$ cat src/rtl/snn_pkg.sv
// snn_pkg: shared definitions for the spiking-network inference controller.
//   - Default sizes for the classifier (class count, score width, window width).
//   - Class index width derived from the default class count.
//   - Controller state encoding.
package snn_pkg;

  localparam int DEF_NUM_CLASSES = 10;
  localparam int DEF_WIDTH_P     = 8;
  localparam int DEF_WINDOW_W    = 8;
  localparam int DEF_IDX_W       = $clog2(DEF_NUM_CLASSES);

  typedef enum logic [2:0] {
    ST_IDLE  = 3'd0,
    ST_CLEAR = 3'd1,
    ST_RUN   = 3'd2,
    ST_SCAN  = 3'd3,
    ST_DONE  = 3'd4
  } state_e;

endpackage

$ cat src/rtl/snn_argmax_seq.sv
// snn_argmax_seq: serial argmax over the class accumulators.
// Walks a read index across all classes, one per step, and keeps the
// strictly-largest score seen so far together with its index. Because the
// compare is strict, ties keep the lowest index.
// Ports:
//   clk_i, rst_ni    clock, async active-low reset
//   start_i          restart the scan: index, best score and best index to 0
//   step_i           compare score_i against the current best, advance index
//   score_i          accumulator value selected by sel_o
//   sel_o            accumulator read select (registered)
//   done_o           the current index is the last class
//   best_nxt_o       best score including the current compare
//   best_idx_nxt_o   best index including the current compare
module snn_argmax_seq
  import snn_pkg::*;
#(
  parameter int NUM_CLASSES = DEF_NUM_CLASSES,
  parameter int WIDTH_P     = DEF_WIDTH_P,
  parameter int IDX_W       = $clog2(NUM_CLASSES)
) (
  input  logic               clk_i,
  input  logic               rst_ni,
  input  logic               start_i,
  input  logic               step_i,
  input  logic [WIDTH_P-1:0] score_i,
  output logic [IDX_W-1:0]   sel_o,
  output logic               done_o,
  output logic [WIDTH_P-1:0] best_nxt_o,
  output logic [IDX_W-1:0]   best_idx_nxt_o
);

  logic [IDX_W-1:0]   r_idx;
  logic [WIDTH_P-1:0] r_best;
  logic [IDX_W-1:0]   r_best_idx;

  assign sel_o  = r_idx;
  assign done_o = (r_idx == IDX_W'(NUM_CLASSES - 1));

  // Strict-greater compare of the selected score against the running best.
  always_comb begin
    best_nxt_o     = r_best;
    best_idx_nxt_o = r_best_idx;
    if (score_i > r_best) begin
      best_nxt_o     = score_i;
      best_idx_nxt_o = r_idx;
    end else begin
      best_nxt_o     = r_best;
      best_idx_nxt_o = r_best_idx;
    end
  end

  // Scan index and best-so-far registers.
  always_ff @(posedge clk_i or negedge rst_ni) begin
    if (!rst_ni) begin
      r_idx      <= {IDX_W{1'b0}};
      r_best     <= {WIDTH_P{1'b0}};
      r_best_idx <= {IDX_W{1'b0}};
    end else if (start_i) begin
      r_idx      <= {IDX_W{1'b0}};
      r_best     <= {WIDTH_P{1'b0}};
      r_best_idx <= {IDX_W{1'b0}};
    end else if (step_i) begin
      r_best     <= best_nxt_o;
      r_best_idx <= best_idx_nxt_o;
      // Wrap to 0 after the last class so the select rests at 0 between passes.
      r_idx      <= done_o ? {IDX_W{1'b0}} : (r_idx + IDX_W'(1));
    end else begin
      r_idx      <= r_idx;
      r_best     <= r_best;
      r_best_idx <= r_best_idx;
    end
  end

endmodule

$ cat src/rtl/snn_inference_ctrl.sv
// snn_inference_ctrl: sequences one classification pass through the spiking
// network. It accepts a sample, clears the network, drives the sample for the
// integration window, serially scans the class accumulators for the argmax,
// and presents the winner until the consumer takes it. One sample in flight.
// Optional feature macro: SNN_CTRL_EARLY_EXIT_EN -- when defined, sat_i high
// during RUN ends integration immediately; otherwise sat_i is ignored.
// Ports:
//   clk_i, rst_ni                  clock, async active-low reset
//   cfg_window_i                   integration cycles (0 acts as 1), taken at accept
//   in_valid_i/in_ready_o/in_data_i  sample handshake and value
//   sat_i                          network saturation flag
//   net_data_o/net_clear_o/net_run_o network drive, clear and integrate enable
//   score_sel_o/score_i            accumulator read select and value
//   res_valid_o/res_ready_i        result handshake
//   res_class_o/res_score_o        winning class and its score
//   busy_o                         controller is not idle
module snn_inference_ctrl
  import snn_pkg::*;
#(
  parameter int NUM_CLASSES = DEF_NUM_CLASSES,
  parameter int WIDTH_P     = DEF_WIDTH_P,
  parameter int WINDOW_W    = DEF_WINDOW_W,
  parameter int IDX_W       = $clog2(NUM_CLASSES)
) (
  input  logic                clk_i,
  input  logic                rst_ni,
  input  logic [WINDOW_W-1:0] cfg_window_i,
  input  logic                in_valid_i,
  output logic                in_ready_o,
  input  logic [7:0]          in_data_i,
  input  logic                sat_i,
  output logic [7:0]          net_data_o,
  output logic                net_clear_o,
  output logic                net_run_o,
  output logic [IDX_W-1:0]    score_sel_o,
  input  logic [WIDTH_P-1:0]  score_i,
  output logic                res_valid_o,
  input  logic                res_ready_i,
  output logic [IDX_W-1:0]    res_class_o,
  output logic [WIDTH_P-1:0]  res_score_o,
  output logic                busy_o
);

  state_e              r_state;
  logic [7:0]          r_data;
  logic [WINDOW_W-1:0] r_win;
  logic [WINDOW_W-1:0] r_cnt;
  logic [7:0]          r_net_data;
  logic                r_net_clear;
  logic                r_net_run;
  logic                r_res_valid;
  logic [IDX_W-1:0]    r_res_class;
  logic [WIDTH_P-1:0]  r_res_score;
  logic                r_busy;

  logic                w_accept;
  logic                w_run_end;
  logic                w_start;
  logic                w_step;
  logic                w_scan_last;
  logic [WIDTH_P-1:0]  w_best_nxt;
  logic [IDX_W-1:0]    w_best_idx_nxt;

  assign in_ready_o = (r_state == ST_IDLE);
  assign w_accept   = in_valid_i & in_ready_o;

`ifdef SNN_CTRL_EARLY_EXIT_EN
  assign w_run_end = (r_cnt == {WINDOW_W{1'b0}}) | sat_i;
`else
  logic w_unused_sat;
  assign w_unused_sat = sat_i;
  assign w_run_end    = (r_cnt == {WINDOW_W{1'b0}});
`endif

  // The argmax restarts exactly on the RUN-to-SCAN transition.
  assign w_start = (r_state == ST_RUN) & w_run_end;
  assign w_step  = (r_state == ST_SCAN);

  snn_argmax_seq #(
    .NUM_CLASSES (NUM_CLASSES),
    .WIDTH_P     (WIDTH_P),
    .IDX_W       (IDX_W)
  ) u_argmax (
    .clk_i          (clk_i),
    .rst_ni         (rst_ni),
    .start_i        (w_start),
    .step_i         (w_step),
    .score_i        (score_i),
    .sel_o          (score_sel_o),
    .done_o         (w_scan_last),
    .best_nxt_o     (w_best_nxt),
    .best_idx_nxt_o (w_best_idx_nxt)
  );

  assign net_data_o  = r_net_data;
  assign net_clear_o = r_net_clear;
  assign net_run_o   = r_net_run;
  assign res_valid_o = r_res_valid;
  assign res_class_o = r_res_class;
  assign res_score_o = r_res_score;
  assign busy_o      = r_busy;

  // Controller FSM; outputs are registered alongside the state they belong to.
  always_ff @(posedge clk_i or negedge rst_ni) begin
    if (!rst_ni) begin
      r_state     <= ST_IDLE;
      r_data      <= 8'd0;
      r_win       <= {WINDOW_W{1'b0}};
      r_cnt       <= {WINDOW_W{1'b0}};
      r_net_data  <= 8'd0;
      r_net_clear <= 1'b0;
      r_net_run   <= 1'b0;
      r_res_valid <= 1'b0;
      r_res_class <= {IDX_W{1'b0}};
      r_res_score <= {WIDTH_P{1'b0}};
      r_busy      <= 1'b0;
    end else begin
      case (r_state)
        ST_IDLE: begin
          if (w_accept) begin
            r_data      <= in_data_i;
            r_win       <= (cfg_window_i == {WINDOW_W{1'b0}}) ? WINDOW_W'(1) : cfg_window_i;
            r_net_clear <= 1'b1;
            r_busy      <= 1'b1;
            r_state     <= ST_CLEAR;
          end else begin
            r_state     <= ST_IDLE;
          end
        end
        ST_CLEAR: begin
          r_cnt       <= r_win - WINDOW_W'(1);
          r_net_clear <= 1'b0;
          r_net_run   <= 1'b1;
          r_net_data  <= r_data;
          r_state     <= ST_RUN;
        end
        ST_RUN: begin
          if (w_run_end) begin
            r_net_run  <= 1'b0;
            r_net_data <= 8'd0;
            r_state    <= ST_SCAN;
          end else begin
            r_cnt      <= r_cnt - WINDOW_W'(1);
          end
        end
        ST_SCAN: begin
          // The final compare lands directly in the result registers.
          if (w_scan_last) begin
            r_res_valid <= 1'b1;
            r_res_class <= w_best_idx_nxt;
            r_res_score <= w_best_nxt;
            r_state     <= ST_DONE;
          end else begin
            r_state     <= ST_SCAN;
          end
        end
        ST_DONE: begin
          if (res_ready_i) begin
            r_res_valid <= 1'b0;
            r_res_class <= {IDX_W{1'b0}};
            r_res_score <= {WIDTH_P{1'b0}};
            r_busy      <= 1'b0;
            r_state     <= ST_IDLE;
          end else begin
            r_state     <= ST_DONE;
          end
        end
        default: begin
          r_net_data  <= 8'd0;
          r_net_clear <= 1'b0;
          r_net_run   <= 1'b0;
          r_res_valid <= 1'b0;
          r_busy      <= 1'b0;
          r_state     <= ST_IDLE;
        end
      endcase
    end
  end

endmodule

$ cat config.mk
export PLATFORM = sky130hd
export DESIGN_NAME = snn_inference_ctrl
export DESIGN_NICKNAME = d
export VERILOG_FILES = /design/src/rtl/snn_pkg.sv /design/src/rtl/snn_argmax_seq.sv /design/src/rtl/snn_inference_ctrl.sv
export SDC_FILE = /design/constraint.sdc
export NUM_CORES = 1
export LEC_CHECK = 0
export ABC_AREA = 1
export CORE_MARGIN = 2
export CORE_UTILIZATION = 50
export CTS_BUF_LIST = sky130_fd_sc_hd__clkbuf_8
export CTS_CLUSTER_DIAMETER = 100
export DETAILED_ROUTE_END_ITERATION = 12
export GPL_ROUTABILITY_DRIVEN = 0
export PLACE_DENSITY_LB_ADDON = 0.12
export SLEW_MARGIN = 20
export SYNTH_ARGS = -nofsm -noshare
export SYNTH_HDL_FRONTEND = slang
export SYNTH_SLANG_ARGS = --single-unit
$ cat constraint.sdc
create_clock -name clk_i -period 2.3 [get_ports clk_i]
set_input_delay 0.345 -clock clk_i [delete_from_list [all_inputs] [get_ports clk_i]]
set_output_delay 0.345 -clock clk_i [all_outputs]
set_load 0.02 [all_outputs]
== Word level (Yosys, flattened, before mapping) ==
Cells that the tools add are included.

* Flip-flop bits (word level): 67
* Input port bits: 29
* Word-level logic and storage cells: 84

* Add/sub/neg operators: 3
* $lt $le $gt $ge: 1
* Equal/unequal tests: 10
* Multiplexer cells: 33
* Bitwise logic cells: 6
* Reduce and logical (&&, ||, !) cells: 17

{| class="wikitable"
|+ Operators with widths
! kind !! count
|-
| 2-to-1 mux 8 bit || 8
|-
| 2-to-1 mux 4 bit || 8
|-
| one-hot mux 8 bit (2 select lines) || 2
|-
| one-hot mux 8 bit (3 select lines) || 1
|-
| logical NOT 8 bit || 2
|-
| subtractor 8 x 1 -> 8 bit (second input constant) || 2
|-
| one-hot mux 3 bit (5 select lines) || 1
|-
| OR reduction 3 bit || 4
|-
| 2-to-1 mux 3 bit || 3
|-
| one-hot mux 1 bit (3 select lines) || 3
|-
| AND reduction 3 bit || 3
|-
| greater-than comparator 8 bit || 1
|-
| inequality test 2 bit (second input constant) || 4
|-
| one-hot mux 4 bit (2 select lines) || 1
|-
| AND reduction 2 bit || 4
|-
| == test 3 x 2 -> 1 bit (second input constant) || 2
|-
| nonzero test 2 bit || 3
|-
| 2-to-1 mux 1 bit || 5
|-
| adder 4 x 1 -> 4 bit (second input constant) || 1
|-
| == test 4 bit (second input constant) || 1
|-
| NOT 1 bit || 4
|-
| == test 3 x 1 -> 1 bit (second input constant) || 1
|-
| == test 3 bit (second input constant) || 1
|-
| logical NOT 3 bit || 1
|-
| 3 further kinds || 4
|}

== Longest topological paths before layout ==
Gate-level depths: netlist of run 1.

* Depth after elaboration: 4
* Mapped depth: 13

== Hierarchy ==
Synthesis of run 1 repeated with hierarchy kept, for this count alone.

* Cell total of the unflattened synthesis: 463
* Area, all modules: 3693.5 um2

{| class="wikitable"
|+ Modules (own cells, without submodules)
! module !! times used !! cells each !! area each (um2)
|-
| snn_inference_ctrl || 1 || 298 || 2419.8
|-
| snn_argmax_seq || 1 || 165 || 1273.7
|}

== Worst setup path before layout of run 1 ==
OpenSTA, ideal clock, no wires.

* Kind: reg2reg
* From: reg u_argmax.r_best[1]
* To: reg u_argmax.r_best[4]
* Library setup time: 118 ps
* Data arrival time: 1599 ps
* Required time: 2182 ps
* Slack: 583 ps
* Cell stages (with the launch flop): 14
* Buffers on the path: 1
* Cell sequence: dfrtp_1 inv_1 ha_1 inv_1 nor2_1 o21ai_0 nand2_1 nand2_1 nand2_1 nand2_1 clkbuf_1 nand2_1 nand3_1 nand2_1

* Longest elaborated chain between the ends: 4

{| class="wikitable"
|+ RTL lines
! item !! line !! text
|-
| from (decl) || snn_argmax_seq.sv:33 || <nowiki>logic [WIDTH_P-1:0] r_best;</nowiki>
|-
| from (signal assigned) || snn_argmax_seq.sv:56 || <nowiki>r_best <= {WIDTH_P{1'b0}};</nowiki>
|-
| from (signal assigned) || snn_argmax_seq.sv:60 || <nowiki>r_best <= {WIDTH_P{1'b0}};</nowiki>
|-
| from (signal assigned) || snn_argmax_seq.sv:63 || <nowiki>r_best <= best_nxt_o;</nowiki>
|-
| greater-than comparator 8 bit || snn_argmax_seq.sv:43 || <nowiki>if (score_i > r_best) begin</nowiki>
|-
| 2-to-1 mux 8 bit || snn_argmax_seq.sv:43 ||
|-
| 2-to-1 mux 8 bit || snn_argmax_seq.sv:62 || <nowiki>end else if (step_i) begin</nowiki>
|-
| 2-to-1 mux 8 bit || snn_argmax_seq.sv:58 || <nowiki>end else if (start_i) begin</nowiki>
|}

Every way passes these cells. The select of a mux whose other input is x is not followed.
A chain may end at the register's enable or synchronous reset.

== Worst setup path after layout of run 1 ==
* From: reg r_state[1]
* To: out in_ready_o

* Longest elaborated chain between the ends: 1

{| class="wikitable"
|+ RTL lines
! item !! line !! text
|-
| from (decl) || snn_inference_ctrl.sv:44 || <nowiki>state_e r_state;</nowiki>
|-
| from (signal assigned) || snn_inference_ctrl.sv:106 || <nowiki>r_state <= ST_IDLE;</nowiki>
|-
| from (signal assigned) || snn_inference_ctrl.sv:125 || <nowiki>r_state <= ST_CLEAR;</nowiki>
|-
| from (signal assigned) || snn_inference_ctrl.sv:127 || <nowiki>r_state <= ST_IDLE;</nowiki>
|-
| logical NOT 3 bit || snn_inference_ctrl.sv:64 || <nowiki>assign in_ready_o = (r_state == ST_IDLE);</nowiki>
|-
| to (decl) || snn_inference_ctrl.sv:29 || <nowiki>output logic in_ready_o,</nowiki>
|}

Every way passes these cells.

==> results.md, run 1 <==
- Outcome: finished clean
- Root buffer cell: clkbuf_8
- TritonCTS Sinks: 67
- Nature of the critical path startpoint: flip-flop
- CTS tree: built
- Mapped cell area: 3420 sq um
- Antenna diode count: 0
- Total CTS buffers: 9
- Seq/Total Area, Yosys: 0.490
- Area of the multi-input gates: 1410 sq um
- Post-Syn Instances: roughly 440
- Setup CP Type: flip-flop to primary output
- Setup Skew: between 0.006 and 0.007 ns
- Tcrit/Tclk final: 0.937
- All-Layer GR Usage: 0.219
- Yosys Warn Count: 0
- Syn Nets: 482
- First-pass GRT wire length: 12900 um
- Port-buffer cells: 56
- CP Depth: 4
- Largest net degree at the start of global routing: 68
- Latest clock arrival within the worst-skew pair: 0.34 ns
- Most frequent cells after synthesis: nand2_1 (135), inv_1 (71), dfrtp_1 (67), nand3_1 (66), o21ai_0 (26)
- Final Critical Period: 2.16 ns
- Setup Viol. Count Final: 0
- Total power: 5.94 mW
- Setup TNS: 0 ns
- Layout cells sized above 1: 0.0875
- Seq cells post-synth: 67
- Number of flops mapped to enable cells by yosys: 0
- Slew @ Worst Pin: approximately 0.59 ns
- FF-to-FF path depth: 8
- CP Cell Sequence: nor2_2, nand2_1, inv_1, clkdlybuf4s50_1
- Peak supply drop: 0.683 mV
- Cell internal pwr: 3.34 mW
- Final hold vios: 0
- Die area: 7520 sq um
- Placed cells: 578
- Area growth from synthesis to layout: 26.9%
- FF/Latch Area: between 1500 and 2000 sq um
- Gr ovfl total: 0
- Htree depth: 3
- Slew margin rel.: 0.607
- Post-CTS Setup Bufs: 0
- DRC Markers: 0
- Cell taking the most area after synthesis: dfrtp_1
- CTS Buffer Depth: 2
- DIE WIDTH: 86.7 um
- RSZ-0062 raised after global routing: no
- Fin. max-slew vios: 0
- CP max-delay cell: clkdlybuf4s50_1
- Switching part of the total: 0.438
- Syn_area_per_cell: 7.74 sq um
- Required time of the critical path: 1.96 ns
- First-pass iteration count of the detailed router: 4
- Largest delay share family, worst path: buffers and inverters
- Die height: 86.7 um
- NetSw: 2.60 mW
- Worst Path Arrival: ~1.8 ns
- Antenna Violating Nets Remaining: 0
- Worst-path maximum fanout: 6
- DR WL/cell: 13.1 um
- Max Cap Violations: 0
- Bufs and invs on worst path: 2
- Worst Hold Class: primary input to async pin
- Comb pwr share: 0.510
- Via density: 5.05
- Detailed Place HPWL: approximately 5400 um
- Starting DRC count in detailed routing: 158
- Register clock-pin slew on the reported worst setup and hold paths: 0.07 ns
- Synth async-reset ratio: 1.00
- Vias: ~3000
- Share of the synthesized area in the top cell type: 0.490
- Initial Util: 0.509
- Pwr/cell area: 1370 nW/um^2
- I/O pin count: 58
- Register share of total power: 0.324
- Clock power share: 0.166
- Rows: 30
- Initial antenna violation count: 0
- Routed wire length: 7770 um
- Count leader, synth: nand2_1
- Vias in the first global route: approximately 2800
- FILL cells: 583
- Crit-path max cell delay: 0.62 ns
- Synth unique cells: 27
- Leak: 2.25 nW
- Core ar.: 6720 sq um
- Top cells by area, synth: dfrtp_1 (49%), nand2_1 (15%), nand3_1 (9.7%), inv_1 (7.8%), ha_1 (4.0%)
- Crit path capture type: primary output
- Post-layout net count: 549
- Main synth FF type: dfrtp_1
- Fin cells: 594
- Fmax: 0.464 GHz
kinds of logic (layout without fill, tap and decap cells):
kind of cell | Yosys count | after routing | synth area share
AOI/OAI and AO/OA | 46 | 46 | 0.0721
xor gates and xnor gates | 1 | 1 | 0.00256
adders and majority gates | 11 | 11 | 0.0402
buffers and inverters | 87 | 159 | 0.0988
DFF | 67 | 67 | 0.490
and+or+nand+nor | 230 | 230 | 0.296
layout by cell type (no fill, tap or decap), types with 4 or more instances in the layout:
| master | instances |
|---|---|
| ha_1 | 11 |
| dfrtp_1 | 67 |
| clkdlybuf4s50_1 | 55 |
| clkbuf_8 | 10 |
| inv_2 | 4 |
| a21oi_1 | 7 |
| inv_1 | 72 |
| nand3_1 | 66 |
| o22ai_1 | 6 |
| nor2_2 | 5 |
| nor2_1 | 10 |
| o21ai_0 | 26 |
| buf_4 | 9 |
| nand2_1 | 135 |
power by group through the flow:
stage	sequential, mW	clock, mW	combinational, mW
2_1_floorplan	2.05	0	1.93
3_3_place_gp	1.92	0	2.93
3_5_place_dp	1.93	0	3.02
4_1_cts	1.92	1.01	3.04
5_1_grt	1.98	1.07	3.43
6_report	1.92	0.986	3.03
worst reg2reg max path, delay by kind of cell (launching register included):
family / cells / cell delay (ns)
simple gates: 4 / 0.67
flops: 1 / 0.43
fa+ha+maj: 1 / 0.28
buf+inv: 1 / 0.17
xor+xnor: 1 / 0.15
compound gates: 1 / 0.07
state kept, by name (all words and copies together) (netlist names):
register             count
r_data                   8
r_win                    8
busy_o                   1
net_run_o                1
r_cnt                    8
net_data_o               8
u_argmax.sel_o           4
u_argmax.r_best          8
u_argmax.r_best_idx      4
net_clear_o              1
res_valid_o              1
r_state                  3
res_score_o              8
res_class_o              4
worst paths after layout:
path	slack [ns]	end	startpoint
max	0.14	in_ready_o	r_state[1]
min	0.007	u_argmax.r_best[4]	rst_ni
max reg2reg	0.41	r_cnt[2]	r_state[0]
min reg2reg	0.47	r_data[4]	r_data[4]
max in group asynchronous	2.00	r_win[4]	rst_ni
min in group clk_i	0.47	r_data[4]	r_data[4]
per-layer routing:
| layer | up-vias | global-route usage | share of wire |
|---|---|---|---|
| met5 | - | 0 | 0 |
| met1 | 1374 | 0.310 | 0.49 |
| li1 | 1531 | - | - |
| met4 | 0 | 0.0923 | 0.018 |
| met2 | 81 | 0.324 | 0.44 |
| met3 | 12 | 0.0524 | 0.051 |
through the flow:
step	instance area (sq um)	hold slack, ns	setup slack [ns]	utilization
detailed placement	4130	0.392	0.0865	0.615
finish	4340	0.00684	0.144	0.646
global route	4340	0.0303	0.0320	0.646
floorplan	3420	0.0494	0.583	-
global placement	4130	0.393	0.105	0.615
CTS	4340	0.0241	0.0682	0.645
cell type report:
class / instances / share of cell area
inverters: 76 / 0.0663
clock buffers: 10 / 0.0317
well taps: 80 / 0.0231
multi-input cells: 288 / 0.324
flip-flops and latches: 67 / 0.386
repair buffers: 67 / 0.153
clock inverters: 6 / 0.0153
timing repair:
action / in CTS / in global routing
resized for setup: 0 / 1
hold buffers: 0 / 0
setup endpoints to repair: 0 / 1
No activity file was read; power rests on OpenSTA's default activity.
==> run 2: changes to the inputs <==
--- a/config.mk
+++ b/config.mk
@@ -16,4 +16,5 @@
 export SLEW_MARGIN = 20
 export SYNTH_ARGS = -nofsm -noshare
 export SYNTH_HDL_FRONTEND = slang
+export SYNTH_HIERARCHICAL = 1
 export SYNTH_SLANG_ARGS = --single-unit
==> run 2 against run 1 <==
  * The run now ends with negative hold slack left
  * Worst hold slack got worse by 0.021 ns
  * Via count is 3.2% higher
  * Core utilization fell by 0.72 points
  * Largest power group unchanged
==> results.md, run 2 <==
- DRC Markers: 0
- Via density: 4.89
- Most frequent cells after synthesis: nand2_1 (124), inv_1 (69), dfrtp_1 (67), nand3_1 (50), o21ai_0 (27)
- Outcome: finished, violations left
- Slew margin rel.: 0.688
- Total CTS buffers: 9
- Worst Path Arrival: 1.85 ns
- All-Layer GR Usage: 0.210
- Pwr/cell area: 1470 nW/um^2
- Max Cap Violations: 0
- Antenna Violating Nets Remaining: 0
- Detailed Place HPWL: 5800 um
- First-pass iteration count of the detailed router: 4
- Nature of the critical path startpoint: flip-flop
- Setup Viol. Count Final: 0
- Die area: just over 8000 sq um
- Required time of the critical path: 1.96 ns
- Post-CTS Setup Bufs: 0
- Commonest non-fill, non-tap cell in the layout: nand2_1
- Root buffer cell: clkbuf_8
- Worst Hold Class: primary input to async pin
- Initial antenna violation count: 0
- I/O pin count: 58
- FF/Latch Area: roughly 1700 sq um
- Leak: 2.33 nW
- Largest net degree at the start of global routing: 68
- Antenna diode count: 0
- Port-buffer cells: 56
- Starting DRC count in detailed routing: 237
- Simple-gate share of the synthesized area: 0.334
- Vias: ~3100
- Post-synthesis compound-gate area fraction: 0.0701
- GRT met3 Usage: 0.0444
- DR WL/cell: ~12 um
- Final Core Density: 0.639
- RSZ-0062 raised after global routing: no
- Crit path capture type: primary output
- Initial Util: 0.512
- Adder-Cell Fraction of Synth Area: 0.0373
- Core ar.: a little over 7000 sq um
- Htree depth: 3
- First-pass GRT wire length: 13900 um
- Most frequent cells in the layout: nand2_1 (124), inv_1 (69), dfrtp_1 (67), clkdlybuf4s50_1 (55), nand3_1 (50)
- Fmax: 0.456 GHz
- Latest clock arrival within the worst-skew pair: roughly 0.34 ns
- Peak supply drop: 0.865 mV
- Area growth from synthesis to layout: 24.7%
- Largest family of logic cells by synthesized area: simple AND/OR/NAND/NOR gates
- Syn Nets: 503
- Routed wire length: 7860 um
- Share of the synthesized area in the top cell type: 0.454
- Yosys Warn Count: 6
- CTS Buffer Depth: 2
- Cts hold-fix bufs: 0
- Syn_area_per_cell: 7.98 sq um
- Count leader, synth: nand2_1
- Worst-path maximum fanout: 9
- Cell taking the most area after synthesis: dfrtp_1
- Top cells by area, synth: dfrtp_1 (45%), nand2_1 (13%), inv_1 (7.0%), nand3_1 (6.8%), nand2_4 (4.0%)
- Number of flops mapped to enable cells by yosys: 0
- Grt met1 use: 0.288
- Setup TNS: 0 ns
- Area of the multi-input gates: ~1600 sq um
- Rows: 31
- Slew @ Worst Pin: between 0.4 and 0.5 ns
- Post-layout net count: 569
- CTS tree: built
- FILL cells: slightly above 600
- XOR/XNOR Fraction of Synth Area: 0.00237
- Fin. max-slew vios: 0
- FF-to-FF path depth: 9
- Setup CP Type: flip-flop to primary output
- Gr ovfl total: 0
- DIE WIDTH: 90.0 um
- Post-synthesis mux area share: 0
- Final Critical Period: approximately 2.2 ns
- # resized after CTS: 0
- Vias in the first global route: between 3000 and 4000
- Mapped cell area: 3690 sq um
- Synth async-reset ratio: 1.00
- Synth unique cells: 34
- Met2 GRT Util: 0.326
- Grt peak-use layer: met2
- Final hold vios: 3
- Die height: 90.0 um
- Post-Syn Instances: 463
- TritonCTS Sinks: 67
- Seq/Total Area, Yosys: 0.454
- Setup Skew: roughly 0.012 ns
- Main synth FF type: dfrtp_1
- Tcrit/Tclk final: 0.954
- Hold slack: -0.0139 ns
- Failing checks: negative hold slack
- Layout cells sized above 1: 0.125
- Seq cells post-synth: 67
- Register clock-pin slew on the reported worst setup and hold paths: 0.08 ns
[run 2: report_power, final]
group	internal [mW]	switching [mW]
logic	1.47	2.20
registers	1.72	0.347
clock network	0.561	0.468
[run 2: final cells by class]
cell class                 count  area share
sequential                    67       0.364
multi-input combinational    308       0.356
timing repair buffer          69       0.147
inverter                      74      0.0603
clock buffer                  11      0.0329
tap                           99      0.0269
clock inverter                 5      0.0133
[run 2: final timing paths]
path / end / slack [ns] / start
worst max-delay path: in_ready_o / 0.10 / r_state[2]
max in group asynchronous: r_data[5] / 2.00 / rst_ni
worst min register to register: net_data_o[2] / 0.47 / net_data_o[2]
worst max register to register: u_argmax/r_best[1] / 0.28 / r_state[2]
min in group clk_i: net_data_o[2] / 0.47 / net_data_o[2]
worst min-delay path: u_argmax/r_best[2] / -0.01 / rst_ni
[run 2: cells by family (layout without fill, tap and decap cells)]
kind of cell	count (synthesis)	after routing
AND/OR/NAND/NOR	248	248
AO/OA/AOI/OAI	48	48
XOR/XNOR	1	1
buffers and inverters	88	159
adder cells (fa/ha/maj)	11	11
flip-flops	67	67
[run 2: metrics by stage]
step	instance area [sq um]	power [mW]	hold slack [ns]	worst slack (ns)	cells
3_3_place_gp	4390	5.66	0.397	0.0423	617
6_report	4610	6.76	-0.0139	0.105	633
3_5_place_dp	4390	5.76	0.389	-0.0260	617
4_1_cts	4610	6.82	0.00846	0.0829	633
2_1_floorplan	3690	4.67	0.0494	0.535	463
5_1_grt	4610	7.38	0.0453	0.0101	633
[run 2: worst max-delay path, stage by stage (launching register included)]
cell,delay [ns]
dfrtp_1,0.44
nor2_4,0.27
nand2_2,0.12
inv_2,0.08
clkdlybuf4s50_1,0.60
[run 2: layer usage]
metal | vias up | wire length (um)
met2 | 77 | 3580
met3 | 12 | 375
met5 | - | 0
met4 | 0 | 140
li1 | 1592 | -
met1 | 1413 | 3760
